$ cat src/rtl/sram22_bist_pkg.sv
// Shared types and the March C- op table for the sram22 BIST controller.
package sram22_bist_pkg;

    typedef enum logic [2:0] {E_M0, E_M1, E_M2, E_M3, E_M4, E_M5} elem_e;

    typedef enum logic [1:0] {S_IDLE, S_RUN, S_DRAIN} state_e;

    localparam int RUN_CYCLES = 640;

    // Per-element behaviour; rd_val/wr_val select BG (0) or ~BG (1).
    typedef struct packed {
        logic down;
        logic has_rd;
        logic has_wr;
        logic rd_val;
        logic wr_val;
    } elem_op_t;

    function automatic elem_op_t elem_op(elem_e e);
        elem_op_t o;
        case (e)
            E_M0:    o = elem_op_t'(5'b00100);  // up(w0)
            E_M1:    o = elem_op_t'(5'b01101);  // up(r0,w1)
            E_M2:    o = elem_op_t'(5'b01110);  // up(r1,w0)
            E_M3:    o = elem_op_t'(5'b11101);  // down(r0,w1)
            E_M4:    o = elem_op_t'(5'b11110);  // down(r1,w0)
            E_M5:    o = elem_op_t'(5'b01000);  // up(r0)
            default: o = elem_op_t'(5'b00000);
        endcase
        return o;
    endfunction

endpackage

$ cat src/rtl/sram22_march_bist_ctrl_if.sv
// Functional requester port plus SRAM macro port of the BIST controller.
interface sram22_march_bist_ctrl_if #(
    parameter int ADDR_WIDTH  = 6,
    parameter int DATA_WIDTH  = 32,
    parameter int WMASK_WIDTH = 4
);
    logic                   fn_we;
    logic [WMASK_WIDTH-1:0] fn_wmask;
    logic [ADDR_WIDTH-1:0]  fn_addr;
    logic [DATA_WIDTH-1:0]  fn_din;
    logic                   fn_ready;
    logic [DATA_WIDTH-1:0]  fn_dout;
    logic                   sram_we;
    logic [WMASK_WIDTH-1:0] sram_wmask;
    logic [ADDR_WIDTH-1:0]  sram_addr;
    logic [DATA_WIDTH-1:0]  sram_din;
    logic [DATA_WIDTH-1:0]  sram_dout;

    // Environment side: functional requester and the macro itself.
    modport master (
        output fn_we, fn_wmask, fn_addr, fn_din, sram_dout,
        input  fn_ready, fn_dout, sram_we, sram_wmask, sram_addr, sram_din
    );

    // Controller side.
    modport slave (
        input  fn_we, fn_wmask, fn_addr, fn_din, sram_dout,
        output fn_ready, fn_dout, sram_we, sram_wmask, sram_addr, sram_din
    );
endinterface

$ cat src/rtl/sram22_bist_cmp.sv
// Read shadow, one-cycle-late compare, first-fail capture and saturating fail counter.
module sram22_bist_cmp
    import sram22_bist_pkg::*;
#(
    parameter int ADDR_WIDTH = 6,
    parameter int DATA_WIDTH = 32,
    parameter int CNT_WIDTH  = 8
) (
    input  logic                  clk,
    input  logic                  reset,
    input  logic                  clear,
    input  logic                  rd_issue,
    input  logic [DATA_WIDTH-1:0] rd_exp,
    input  logic [ADDR_WIDTH-1:0] rd_addr,
    input  elem_e                 rd_elem,
    input  logic [DATA_WIDTH-1:0] sram_dout,
    output logic                  fail,
    output logic [ADDR_WIDTH-1:0] fail_addr,
    output logic [2:0]            fail_elem,
    output logic [DATA_WIDTH-1:0] fail_xor,
    output logic [CNT_WIDTH-1:0]  fail_count
);
    logic                  sh_vld;
    logic [DATA_WIDTH-1:0] sh_exp;
    logic [ADDR_WIDTH-1:0] sh_addr;
    elem_e                 sh_elem;
    logic [DATA_WIDTH-1:0] diff;
    logic                  mism;

    assign diff = sram_dout ^ sh_exp;
    assign mism = sh_vld && (diff != '0);

    always_ff @(posedge clk) begin
        if (reset || clear) begin
            sh_vld     <= 1'b0;
            sh_exp     <= '0;
            sh_addr    <= '0;
            sh_elem    <= E_M0;
            fail       <= 1'b0;
            fail_addr  <= '0;
            fail_elem  <= '0;
            fail_xor   <= '0;
            fail_count <= '0;
        end else begin
            sh_vld <= rd_issue;
            if (rd_issue) begin
                sh_exp  <= rd_exp;
                sh_addr <= rd_addr;
                sh_elem <= rd_elem;
            end
            if (mism) begin
                fail <= 1'b1;
                // Location fields describe only the first miscompare of the run.
                if (!fail) begin
                    fail_addr <= sh_addr;
                    fail_elem <= sh_elem;
                    fail_xor  <= diff;
                end
                if (fail_count != '1)
                    fail_count <= fail_count + 1'b1;
            end
        end
    end
endmodule

$ cat src/rtl/sram22_march_bist_ctrl.sv
// March C- BIST controller and port owner for one sram22_64x32m4w8 macro.
module sram22_march_bist_ctrl
    import sram22_bist_pkg::*;
#(
    parameter int                  ADDR_WIDTH  = 6,
    parameter int                  DATA_WIDTH  = 32,
    parameter int                  WMASK_WIDTH = 4,
    parameter logic [DATA_WIDTH-1:0] BG        = 32'h0000_0000,
    parameter int                  CNT_WIDTH   = 8
) (
    input  logic                  clk,
    input  logic                  reset,
    input  logic                  start,
    output logic                  busy,
    output logic                  done,
    output logic                  fail,
    output logic [ADDR_WIDTH-1:0] fail_addr,
    output logic [2:0]            fail_elem,
    output logic [DATA_WIDTH-1:0] fail_xor,
    output logic [CNT_WIDTH-1:0]  fail_count,
    sram22_march_bist_ctrl_if.slave bus
);
    state_e                state;
    elem_e                 elem;
    elem_e                 elem_nxt;
    logic [ADDR_WIDTH-1:0] addr;
    logic                  phase;
    elem_op_t              cur;
    elem_op_t              nxt;
    logic                  running;
    logic                  rd_op;
    logic                  wr_op;
    logic                  last_op;
    logic                  at_end;
    logic [DATA_WIDTH-1:0] bist_din;
    logic [DATA_WIDTH-1:0] rd_exp;
    logic                  accept;

    assign elem_nxt = elem_e'(elem + 3'd1);
    assign cur      = elem_op(elem);
    assign nxt      = elem_op(elem_nxt);
    assign running  = (state == S_RUN);
    // Two-op elements issue the read in phase 0 and the write in phase 1.
    assign rd_op    = running && cur.has_rd && !phase;
    assign wr_op    = running && cur.has_wr && (!cur.has_rd || phase);
    assign last_op  = !(cur.has_rd && cur.has_wr) || phase;
    assign at_end   = cur.down ? (addr == '0) : (addr == '1);
    assign bist_din = cur.wr_val ? ~BG : BG;
    assign rd_exp   = cur.rd_val ? ~BG : BG;
    assign accept   = (state == S_IDLE) && start;

    assign bus.fn_ready = !busy;
    assign bus.fn_dout  = bus.sram_dout;

    always_comb begin
        bus.sram_we    = bus.fn_we;
        bus.sram_wmask = bus.fn_wmask;
        bus.sram_addr  = bus.fn_addr;
        bus.sram_din   = bus.fn_din;
        if (busy) begin
            bus.sram_we    = wr_op;
            bus.sram_wmask = {WMASK_WIDTH{1'b1}};
            bus.sram_addr  = addr;
            bus.sram_din   = bist_din;
        end
        if (reset)
            bus.sram_we = 1'b0;
    end

    always_ff @(posedge clk) begin
        if (reset) begin
            state <= S_IDLE;
            busy  <= 1'b0;
            done  <= 1'b0;
            elem  <= E_M0;
            addr  <= '0;
            phase <= 1'b0;
        end else begin
            case (state)
                S_IDLE: begin
                    if (start) begin
                        state <= S_RUN;
                        busy  <= 1'b1;
                        done  <= 1'b0;
                        elem  <= E_M0;
                        addr  <= '0;
                        phase <= 1'b0;
                    end
                end
                S_RUN: begin
                    if (!last_op) begin
                        phase <= 1'b1;
                    end else begin
                        phase <= 1'b0;
                        if (at_end) begin
                            if (elem == E_M5) begin
                                state <= S_DRAIN;
                            end else begin
                                elem <= elem_nxt;
                                addr <= nxt.down ? '1 : '0;
                            end
                        end else begin
                            addr <= cur.down ? addr - 1'b1 : addr + 1'b1;
                        end
                    end
                end
                S_DRAIN: begin
                    // The compare of the final read completes on this same edge.
                    state <= S_IDLE;
                    busy  <= 1'b0;
                    done  <= 1'b1;
                end
                default: state <= S_IDLE;
            endcase
        end
    end

    sram22_bist_cmp #(
        .ADDR_WIDTH (ADDR_WIDTH),
        .DATA_WIDTH (DATA_WIDTH),
        .CNT_WIDTH  (CNT_WIDTH)
    ) u_cmp (
        .clk        (clk),
        .reset      (reset),
        .clear      (accept),
        .rd_issue   (rd_op),
        .rd_exp     (rd_exp),
        .rd_addr    (addr),
        .rd_elem    (elem),
        .sram_dout  (bus.sram_dout),
        .fail       (fail),
        .fail_addr  (fail_addr),
        .fail_elem  (fail_elem),
        .fail_xor   (fail_xor),
        .fail_count (fail_count)
    );
endmodule

$ cat src/flat_wrapper.sv
// flat-port wrapper written by rule: the top's interface ports become plain ports
module sram22_march_bist_ctrl_flat import sram22_bist_pkg::*;
#(
    parameter int                  ADDR_WIDTH  = 6,
    parameter int                  DATA_WIDTH  = 32,
    parameter int                  WMASK_WIDTH = 4,
    parameter logic [DATA_WIDTH-1:0] BG        = 32'h0000_0000,
    parameter int                  CNT_WIDTH   = 8
)
  (clk, reset, start, busy, done, fail, fail_addr, fail_elem, fail_xor, fail_count, bus_fn_we, bus_fn_wmask, bus_fn_addr, bus_fn_din, bus_sram_dout, bus_fn_ready, bus_fn_dout, bus_sram_we, bus_sram_wmask, bus_sram_addr, bus_sram_din);
  sram22_march_bist_ctrl_if #(.ADDR_WIDTH(ADDR_WIDTH), .DATA_WIDTH(DATA_WIDTH), .WMASK_WIDTH(WMASK_WIDTH)) bus_i ();
  input  logic clk;
  input  logic reset;
  input  logic start;
  output logic busy;
  output logic done;
  output logic fail;
  output logic [ADDR_WIDTH-1:0] fail_addr;
  output logic [2:0] fail_elem;
  output logic [DATA_WIDTH-1:0] fail_xor;
  output logic [CNT_WIDTH-1:0] fail_count;
  input wire logic [$bits(bus_i.fn_we)-1:0] bus_fn_we;
  input wire logic [$bits(bus_i.fn_wmask)-1:0] bus_fn_wmask;
  input wire logic [$bits(bus_i.fn_addr)-1:0] bus_fn_addr;
  input wire logic [$bits(bus_i.fn_din)-1:0] bus_fn_din;
  input wire logic [$bits(bus_i.sram_dout)-1:0] bus_sram_dout;
  output wire logic [$bits(bus_i.fn_ready)-1:0] bus_fn_ready;
  output wire logic [$bits(bus_i.fn_dout)-1:0] bus_fn_dout;
  output wire logic [$bits(bus_i.sram_we)-1:0] bus_sram_we;
  output wire logic [$bits(bus_i.sram_wmask)-1:0] bus_sram_wmask;
  output wire logic [$bits(bus_i.sram_addr)-1:0] bus_sram_addr;
  output wire logic [$bits(bus_i.sram_din)-1:0] bus_sram_din;
  assign bus_i.fn_we = bus_fn_we;
  assign bus_i.fn_wmask = bus_fn_wmask;
  assign bus_i.fn_addr = bus_fn_addr;
  assign bus_i.fn_din = bus_fn_din;
  assign bus_i.sram_dout = bus_sram_dout;
  assign bus_fn_ready = bus_i.fn_ready;
  assign bus_fn_dout = bus_i.fn_dout;
  assign bus_sram_we = bus_i.sram_we;
  assign bus_sram_wmask = bus_i.sram_wmask;
  assign bus_sram_addr = bus_i.sram_addr;
  assign bus_sram_din = bus_i.sram_din;
  sram22_march_bist_ctrl #(.ADDR_WIDTH(ADDR_WIDTH), .DATA_WIDTH(DATA_WIDTH), .WMASK_WIDTH(WMASK_WIDTH), .BG(BG), .CNT_WIDTH(CNT_WIDTH)) u_core (.clk(clk), .reset(reset), .start(start), .busy(busy), .done(done), .fail(fail), .fail_addr(fail_addr), .fail_elem(fail_elem), .fail_xor(fail_xor), .fail_count(fail_count), .bus(bus_i));
endmodule
$ cat config.mk
export PLATFORM = sky130hd
export DESIGN_NAME = sram22_march_bist_ctrl_flat
export DESIGN_NICKNAME = d
export VERILOG_FILES = /design/src/rtl/sram22_bist_pkg.sv /design/src/rtl/sram22_march_bist_ctrl_if.sv /design/src/rtl/sram22_bist_cmp.sv /design/src/rtl/sram22_march_bist_ctrl.sv /design/src/flat_wrapper.sv
export SDC_FILE = /design/constraint.sdc
export NUM_CORES = 1
export LEC_CHECK = 0
export BUFFER_PORTS_ARGS = -buffer_cell sky130_fd_sc_hd__clkbuf_2
export CAP_MARGIN = 40
export CORE_MARGIN = 10
export CORE_UTILIZATION = 50
export DETAILED_ROUTE_END_ITERATION = 7
export PLACE_DENSITY = 0.86
export SKIP_CTS_REPAIR_TIMING = 1
export SKIP_LAST_GASP = 1
export SYNTH_ARGS = -nofsm -noshare
export SYNTH_HDL_FRONTEND = slang
export SYNTH_HIERARCHICAL = 1
export SYNTH_SLANG_ARGS = --single-unit
export TNS_END_PERCENT = 100
$ cat constraint.sdc
create_clock -name clk -period 3.5 [get_ports clk]
set_input_delay 0.35 -clock clk [delete_from_list [all_inputs] [get_ports clk]]
set_output_delay 0.35 -clock clk [all_outputs]
set_load 0.03 [all_outputs]
After elaboration in Yosys (flattened, before gate mapping)
Index checks and enable logic that the tools add are counted.

Input port bits: 78. Flip-flop bits (word level): 106. Output and inout port bits: 128. Logic and storage cells: 102.

Add/sub/neg operators: 4. Bitwise gates (word level): 2. Mux-type cells: 33. Reduce and logical (&&, ||, !) cells: 28. Equal/unequal tests: 20.

Operators by type and width (count): $mux 32 (3); $pmux 5 s6 (2); $mux 6 (7); $reduce_bool 32->1 (1); $xor 32x32->32 (1); $eq 3x2->1 const B (4); $eq 3x3->1 const B (4); $mux 3 (4); $pmux 6 s2 (1); $ne 2x2->1 const B (5); $add 8x1->8 const B (1); $mux 2 (4); $ne 8x8->1 const B (1); $reduce_and 2->1 (4); $reduce_and 4->1 (2); $logic_and 1x1->1 (7); $add 6x1->6 const B (1); $eq 3x1->1 const B (2); $eq 6x6->1 const B (1); $logic_not 3->1 (2); $logic_not 6->1 (1); $mux 1 (6); $pmux 1 s2 (3); $pmux 3 s2 (1); other kinds (13) (19).

Logic depth before layout (Yosys ltp)
Depth after elaboration: 8. Gate-level depth with buffers: 14. Mapped depth without buffers: 12.

Cells and area by module
The synthesis kept the hierarchy.

By module, submodules not included: sram22_bist_cmp (sequential area each 1841.8 um2, times used 1, area each 3663.5 um2, cells each 380); sram22_march_bist_ctrl (sequential area each 280.3 um2, times used 1, area each 1761.7 um2, cells each 250).

Least setup slack after synthesis
No wires, ideal clock.

Path type: register -> register. Start point: register u_core.elem[0]. End point: register u_core.addr[5]. Clock period less this slack: 2.855 ns. Path buffers: 1. Data required time: 3.373 ns. Arrival time: 2.728 ns. Setup slack: 0.645 ns. Setup time: 0.127 ns. Stages on the path, launching flop included: 12. Path through: dfxtp_1 > ha_1 > ha_1 > nor4_4 > or2_1 > buf_6 > inv_1 > ha_1 > and3_1 > a2111oi_2 > a2111oi_0 > or3_1.

Cells in the longest elaborated chain, start to end: 8. Elaborated cells on any way between the ends: 28. Classes of those cells: add/sub (1); eq/ne (12); mux (9); reduce/logical (6).

RTL lines: start, declared (line sram22_march_bist_ctrl.sv:24) `elem_e elem;`; start signal, assigned (line sram22_march_bist_ctrl.sv:99) `elem <= elem_nxt;`; $add 3x1->3 (line sram22_march_bist_ctrl.sv:39) `assign elem_nxt = elem_e'(elem + 3'd1);`; $eq 3x3->1 (tied with other cells) (line sram22_bist_pkg.sv:21) `case (e)`; $pmux 5 s6 (line sram22_bist_pkg.sv:21); $mux 6 (line sram22_march_bist_ctrl.sv:100) `addr <= nxt.down ? '1 : '0;`; $mux 6 (line sram22_march_bist_ctrl.sv:96) `if (elem == E_M5) begin`; $mux 6 (line sram22_march_bist_ctrl.sv:95) `if (at_end) begin`; $mux 6 (line sram22_march_bist_ctrl.sv:91) `if (!last_op) begin`; $pmux 6 s2 (line sram22_march_bist_ctrl.sv:79) `case (state)`; end signal, assigned (line sram22_march_bist_ctrl.sv:100); end signal, assigned (line sram22_march_bist_ctrl.sv:103) `addr <= cur.down ? addr - 1'b1 : addr + 1'b1;`; end, declared (line sram22_march_bist_ctrl.sv:26) `logic [ADDR_WIDTH-1:0] addr;`.

Parallel ways exist; a longest one is shown, timed or not. The select of a mux whose other input is x is not followed. A chain may end at the register's enable or synchronous reset.

Final worst setup path
Start point: register u_core.elem[0]. End point: output bus_sram_we.

Cells in the longest elaborated chain, start to end: 7. Elaborated cells on any way between the ends: 13. Classes of those cells: eq/ne (5); mux (3); reduce/logical (5).

RTL lines: $eq 3x3->1 (tied with other cells) (line sram22_bist_pkg.sv:21); $pmux 5 s6 (*) (line sram22_bist_pkg.sv:21); $logic_not 1->1 (line sram22_march_bist_ctrl.sv:45) `assign wr_op = running && cur.has_wr && (!cur.has_rd || phase);`; $logic_or 1x1->1 (line sram22_march_bist_ctrl.sv:45); $logic_and 1x1->1 (*) (line sram22_march_bist_ctrl.sv:45); $mux 1 (*) (line sram22_march_bist_ctrl.sv:60) `if (busy) begin`; $mux 1 (*) (line sram22_march_bist_ctrl.sv:66) `if (reset)`; end, declared (line flat_wrapper.sv:29) `output wire logic [$bits(bus_i.sram_we)-1:0] bus_sram_we;`.

Mark *: on every way between the ends. The rest lies on a longest branch, timed or not.

==> results <==
- The post-placement cell count is 910.
- Sequential cells were found to cover 39.1% of the synthesized design area.
- The total setup violations reported at the end of the flow is 0.
- The depth of the CTS H-tree is 3.
- The proportion of power drawn by the clock network is 32.2%.
- The clock reaches the later pin of the worst-skew pair after 370 ps.
- The portion of the clock cycle consumed by the worst path in the final layout is 89.3%.
- Of all cell types, the one taking the most synthesized area is sky130_fd_sc_hd__dfxtp_1.
- The initialized floorplan defines 37 standard-cell rows.
- The CTS clock-pin slew for the worst setup and hold paths is 110 ps.
- Counting flops and latches in the post-synthesis netlist gives 106.
- Net switching is 30.5% of the power.
- The shortest clock period the worst path allows after layout is 3130 ps.
- Summed over all cells, the static leakage comes to 2.78 nW.
- TritonCTS built the clock tree.
- The sequential cell fraction of total power is 51.9%.
- The height of the die is 124 um.
- The total routing resource utilization after global routing is 17.8%.
- The tightest min-delay check is of the input port to register type.
- At the pin with the least slew margin, the transition time is 852 ps.
- The maximum clock frequency is 0.320 GHz.
- The count of TritonRoute iterations in the first routing pass is 5.
- The number of antenna violations at the first check in global routing came to 0.
- After detailed routing, the number of vias per cell comes to 5.22.
- The layout has 956 filler cells.
- Internal power comes to 1.63 mW.
- The combined area of all synthesized cells is 5430 um^2.
- The max-slew violation count is 0.
- The reported net switching power is 0.712 mW.
- The wire-length estimate of the detail-placed layout is 11,300 um.
- The area taken by multi-input logic gates is 2730 um^2.
- The routed via count is 4,836.
- STA classifies the critical path startpoint as a register.
- Measured against its own limit, the worst slew margin works out to 43.0%.
- The pin count of the biggest net entering global routing is 44.
- After synthesis, the cell types taking the most area are sky130_fd_sc_hd__dfxtp_1 (39%), sky130_fd_sc_hd__mux2i_1 (8.7%), sky130_fd_sc_hd__nor2_1 (6.5%).
- The flow ran to the end, and the final reports show no timing, DRC or antenna violations.
- Routability-driven placement finished with a final weighted congestion of 0.897.
- Of the cells placed in the final design, the portion with a size suffix greater than 1 is 32.0%.
- After synthesis, the share of flip-flops with an asynchronous set or reset is 0%.
- The Yosys step of the flow raised 6 warnings.
- The sequential cells in the finished layout cover a total of 2120 um^2.
- In the routed design, unresolved DRC markers number 0.
- STA puts the critical path data arrival time at 2780 ps.
- The maximum fanout along the worst path is 33.
- The synthesized netlist net count is 717.
- After detailed routing, the total wire length is 14,500 um.
- The tool flagged a number of max-cap violations equal to 0.
- The fraction of power consumed by combinational cells is 15.9%.
- The die covers 15,400 um^2.
- The mean instance size in the synthesized netlist is 8.61 um^2.
- The layout-stage area growth over the synthesis result is 19.8%.
- Counting along the longest clock path gives a buffer depth of 2.
- The most used flip-flop cell after synthesis is sky130_fd_sc_hd__dfxtp_1.
- Setup repair after global routing left no endpoint under its margin.
- Counting the buffers created by CTS gives 9.
- The number of global-route vias before repair is 4,525.
- The boundary pin count is 206.
- The worst setup path category is register to primary output.
- Port buffering added 205 buffers.
- The critical path data required time is 3150 ps.
- The effective utilization at floorplan is 51.9%.
- The finished layout holds 926 standard cells, fillers aside.
- Across the VDD grid, the largest voltage drop is 236 uV.
- In this run, the number of DRC markers left after iteration 0 of detailed routing was 408.
- The number of failing hold endpoints at the final stage was 0.
- The power density relative to cell area is 360 nW/um^2.
- The tree built by TritonCTS fans out to 106 sinks.
- The number of nets in the layout is 872.
- The kind of end point of the critical path is a primary output.
- The detail route stage leaves a number of antenna-violating nets equal to 0.
- The global-route wire length before repair is 22,500 um.
- The share of the core filled with cells in the final layout is 62.1%.
- The x dimension of the die is 124 um.
- In this run, distinct cell masters in the synthesized netlist total 56.
- The final routed wire length divided by cell count is 15.7 um.
- Of the post-synthesis cell area, the dominant cell type holds 39.1%.
- In this run, synthesis inferred 0 flip-flops with an integrated enable.
- The clock root buffer is sky130_fd_sc_hd__clkbuf_8.
- The antenna cell count is 0.
- The total overflow reported by the global router is 0.
- Synthesis produced 630 cells.
- Between clock sinks in the finished design, the worst skew comes to 14.7 ps.
- The total area inside the core boundary comes to 10,500 um^2.
- The total negative slack is 0 ps.
==> path summary, 6_finish.rpt <==
check                                 start                   endpoint  slack (ps)  cells past startpoint
setup / recovery             u_core/elem[0]                bus_sram_we         370                      8
hold reg to reg   u_core/u_cmp/fail_addr[2]  u_core/u_cmp/fail_addr[2]         450                      2
hold / removal            bus_sram_dout[18]  u_core/u_cmp/fail_xor[18]         310                      3
setup reg to reg             u_core/elem[2]             u_core/addr[5]         390                     10
==> logic make-up after synthesis <==
logic type | synth area share (%)
AO/OA/AOI/OAI | 14.9
XOR/XNOR | 5.65
adder cells (fa/ha/maj) | 2.08
buffers and inverters | 10.9
flip-flops | 39.1
multiplexers | 11.0
AND/OR/NAND/NOR | 16.4
==> per-layer routing <==
metal	track usage [%]	vias to the layer above	part of all wire (%)
met4	6.26	0	1.6
li1	-	2445	-
met2	30.0	167	49
met1	21.8	2209	41
met3	4.12	15	8.0
met5	0	-	0
==> power by group through the flow <==
stage	logic, mW	registers [mW]	clock network (mW)
2_1_floorplan	0.258	1.24	0
3_3_place_gp	0.369	1.24	0
3_5_place_dp	0.373	1.24	0
4_1_cts	0.374	1.21	0.775
5_1_grt	0.398	1.21	0.824
6_report	0.371	1.21	0.754
==> worst max-delay path: stages (launching register included) <==
cell and delay [ps]:
sky130_fd_sc_hd__dfxtp_1 410, sky130_fd_sc_hd__inv_1 100, sky130_fd_sc_hd__ha_1 280, sky130_fd_sc_hd__mux2_2 530, sky130_fd_sc_hd__o31a_1 340, sky130_fd_sc_hd__a2111oi_0 350
sky130_fd_sc_hd__a21oi_1 80, sky130_fd_sc_hd__nor2_1 110, sky130_fd_sc_hd__clkbuf_2 220
==> layout by cell type (no fill, tap or decap), types with 2 or more instances in the layout <==
cell,instances
sky130_fd_sc_hd__clkbuf_8,10
sky130_fd_sc_hd__a2111oi_0,2
sky130_fd_sc_hd__nor4_1,2
sky130_fd_sc_hd__clkinv_4,2
sky130_fd_sc_hd__nand3_1,16
sky130_fd_sc_hd__or2_2,6
sky130_fd_sc_hd__a211oi_1,35
sky130_fd_sc_hd__buf_12,2
sky130_fd_sc_hd__nand4_1,10
sky130_fd_sc_hd__a41o_1,2
sky130_fd_sc_hd__and3_1,2
sky130_fd_sc_hd__nor2_1,94
sky130_fd_sc_hd__buf_4,6
sky130_fd_sc_hd__o31ai_1,2
sky130_fd_sc_hd__nor4_2,2
sky130_fd_sc_hd__and4b_1,2
sky130_fd_sc_hd__mux2_2,9
sky130_fd_sc_hd__nor3_1,4
sky130_fd_sc_hd__clkbuf_2,205
sky130_fd_sc_hd__inv_1,43
sky130_fd_sc_hd__or3_1,6
sky130_fd_sc_hd__mux2i_1,47
sky130_fd_sc_hd__nor4b_1,2
sky130_fd_sc_hd__o21ai_0,45
sky130_fd_sc_hd__dfxtp_1,106
sky130_fd_sc_hd__and2_1,3
sky130_fd_sc_hd__nand2_1,28
sky130_fd_sc_hd__xnor2_1,35
sky130_fd_sc_hd__inv_8,3
sky130_fd_sc_hd__nand2b_1,4
sky130_fd_sc_hd__a21oi_1,12
sky130_fd_sc_hd__o21ai_1,8
sky130_fd_sc_hd__ha_1,9
==> through the flow <==
step	cell area, um^2	setup WS, ps	power [mW]	hold WS (ps)
floorplan	5430	645	1.50	436
global placement	6290	636	1.61	438
finish	6500	374	2.34	306
global route	6500	183	2.44	319
detailed placement	6290	492	1.61	442
CTS	6500	366	2.36	292
==> area by class of cell <==
class	count	share of cell area, %
Sequential cell	106	32.7
Multi-Input combinational cell	412	42.0
Inverter	43	2.48
Tap cell	136	2.62
Clock inverter	6	1.04
Clock buffer	10	2.12
Timing Repair Buffer	213	17.1
==> cells in the mapped netlist, types with 2 or more instances <==
library cell / count
sky130_fd_sc_hd__a2111oi_0: 2
sky130_fd_sc_hd__a211oi_1: 35
sky130_fd_sc_hd__a21oi_1: 12
sky130_fd_sc_hd__a41o_1: 2
sky130_fd_sc_hd__and2_1: 3
sky130_fd_sc_hd__and3_1: 2
sky130_fd_sc_hd__and4b_1: 2
sky130_fd_sc_hd__buf_1: 4
sky130_fd_sc_hd__buf_2: 4
sky130_fd_sc_hd__buf_4: 32
sky130_fd_sc_hd__buf_6: 6
sky130_fd_sc_hd__clkbuf_1: 23
sky130_fd_sc_hd__dfxtp_1: 106
sky130_fd_sc_hd__ha_1: 9
sky130_fd_sc_hd__inv_1: 43
sky130_fd_sc_hd__mux2_2: 9
sky130_fd_sc_hd__mux2i_1: 47
sky130_fd_sc_hd__nand2_1: 28
sky130_fd_sc_hd__nand2b_1: 4
sky130_fd_sc_hd__nand3_1: 16
sky130_fd_sc_hd__nand4_1: 10
sky130_fd_sc_hd__nor2_1: 94
sky130_fd_sc_hd__nor2b_1: 2
sky130_fd_sc_hd__nor3_1: 4
sky130_fd_sc_hd__nor4_1: 2
sky130_fd_sc_hd__nor4_2: 2
sky130_fd_sc_hd__nor4b_1: 2
sky130_fd_sc_hd__o21ai_0: 46
sky130_fd_sc_hd__o21ai_1: 7
sky130_fd_sc_hd__o31ai_1: 2
sky130_fd_sc_hd__or2_2: 6
sky130_fd_sc_hd__or3_1: 6
sky130_fd_sc_hd__xnor2_1: 35
==> sequential cells by signal, indices dropped and copies added (netlist names), 2 cells and up <==
| register | cells |
|---|---|
| u_core/u_cmp/sh_exp | 32 |
| u_core/u_cmp/fail_elem | 3 |
| u_core/addr | 6 |
| u_core/u_cmp/fail_addr | 6 |
| u_core/elem | 3 |
| u_core/u_cmp/fail_xor | 32 |
| u_core/u_cmp/fail_count | 8 |
| u_core/u_cmp/sh_addr | 6 |
| u_core/u_cmp/sh_elem | 3 |
| u_core/state | 2 |
Note: power is estimated with default switching activity, not from simulation.
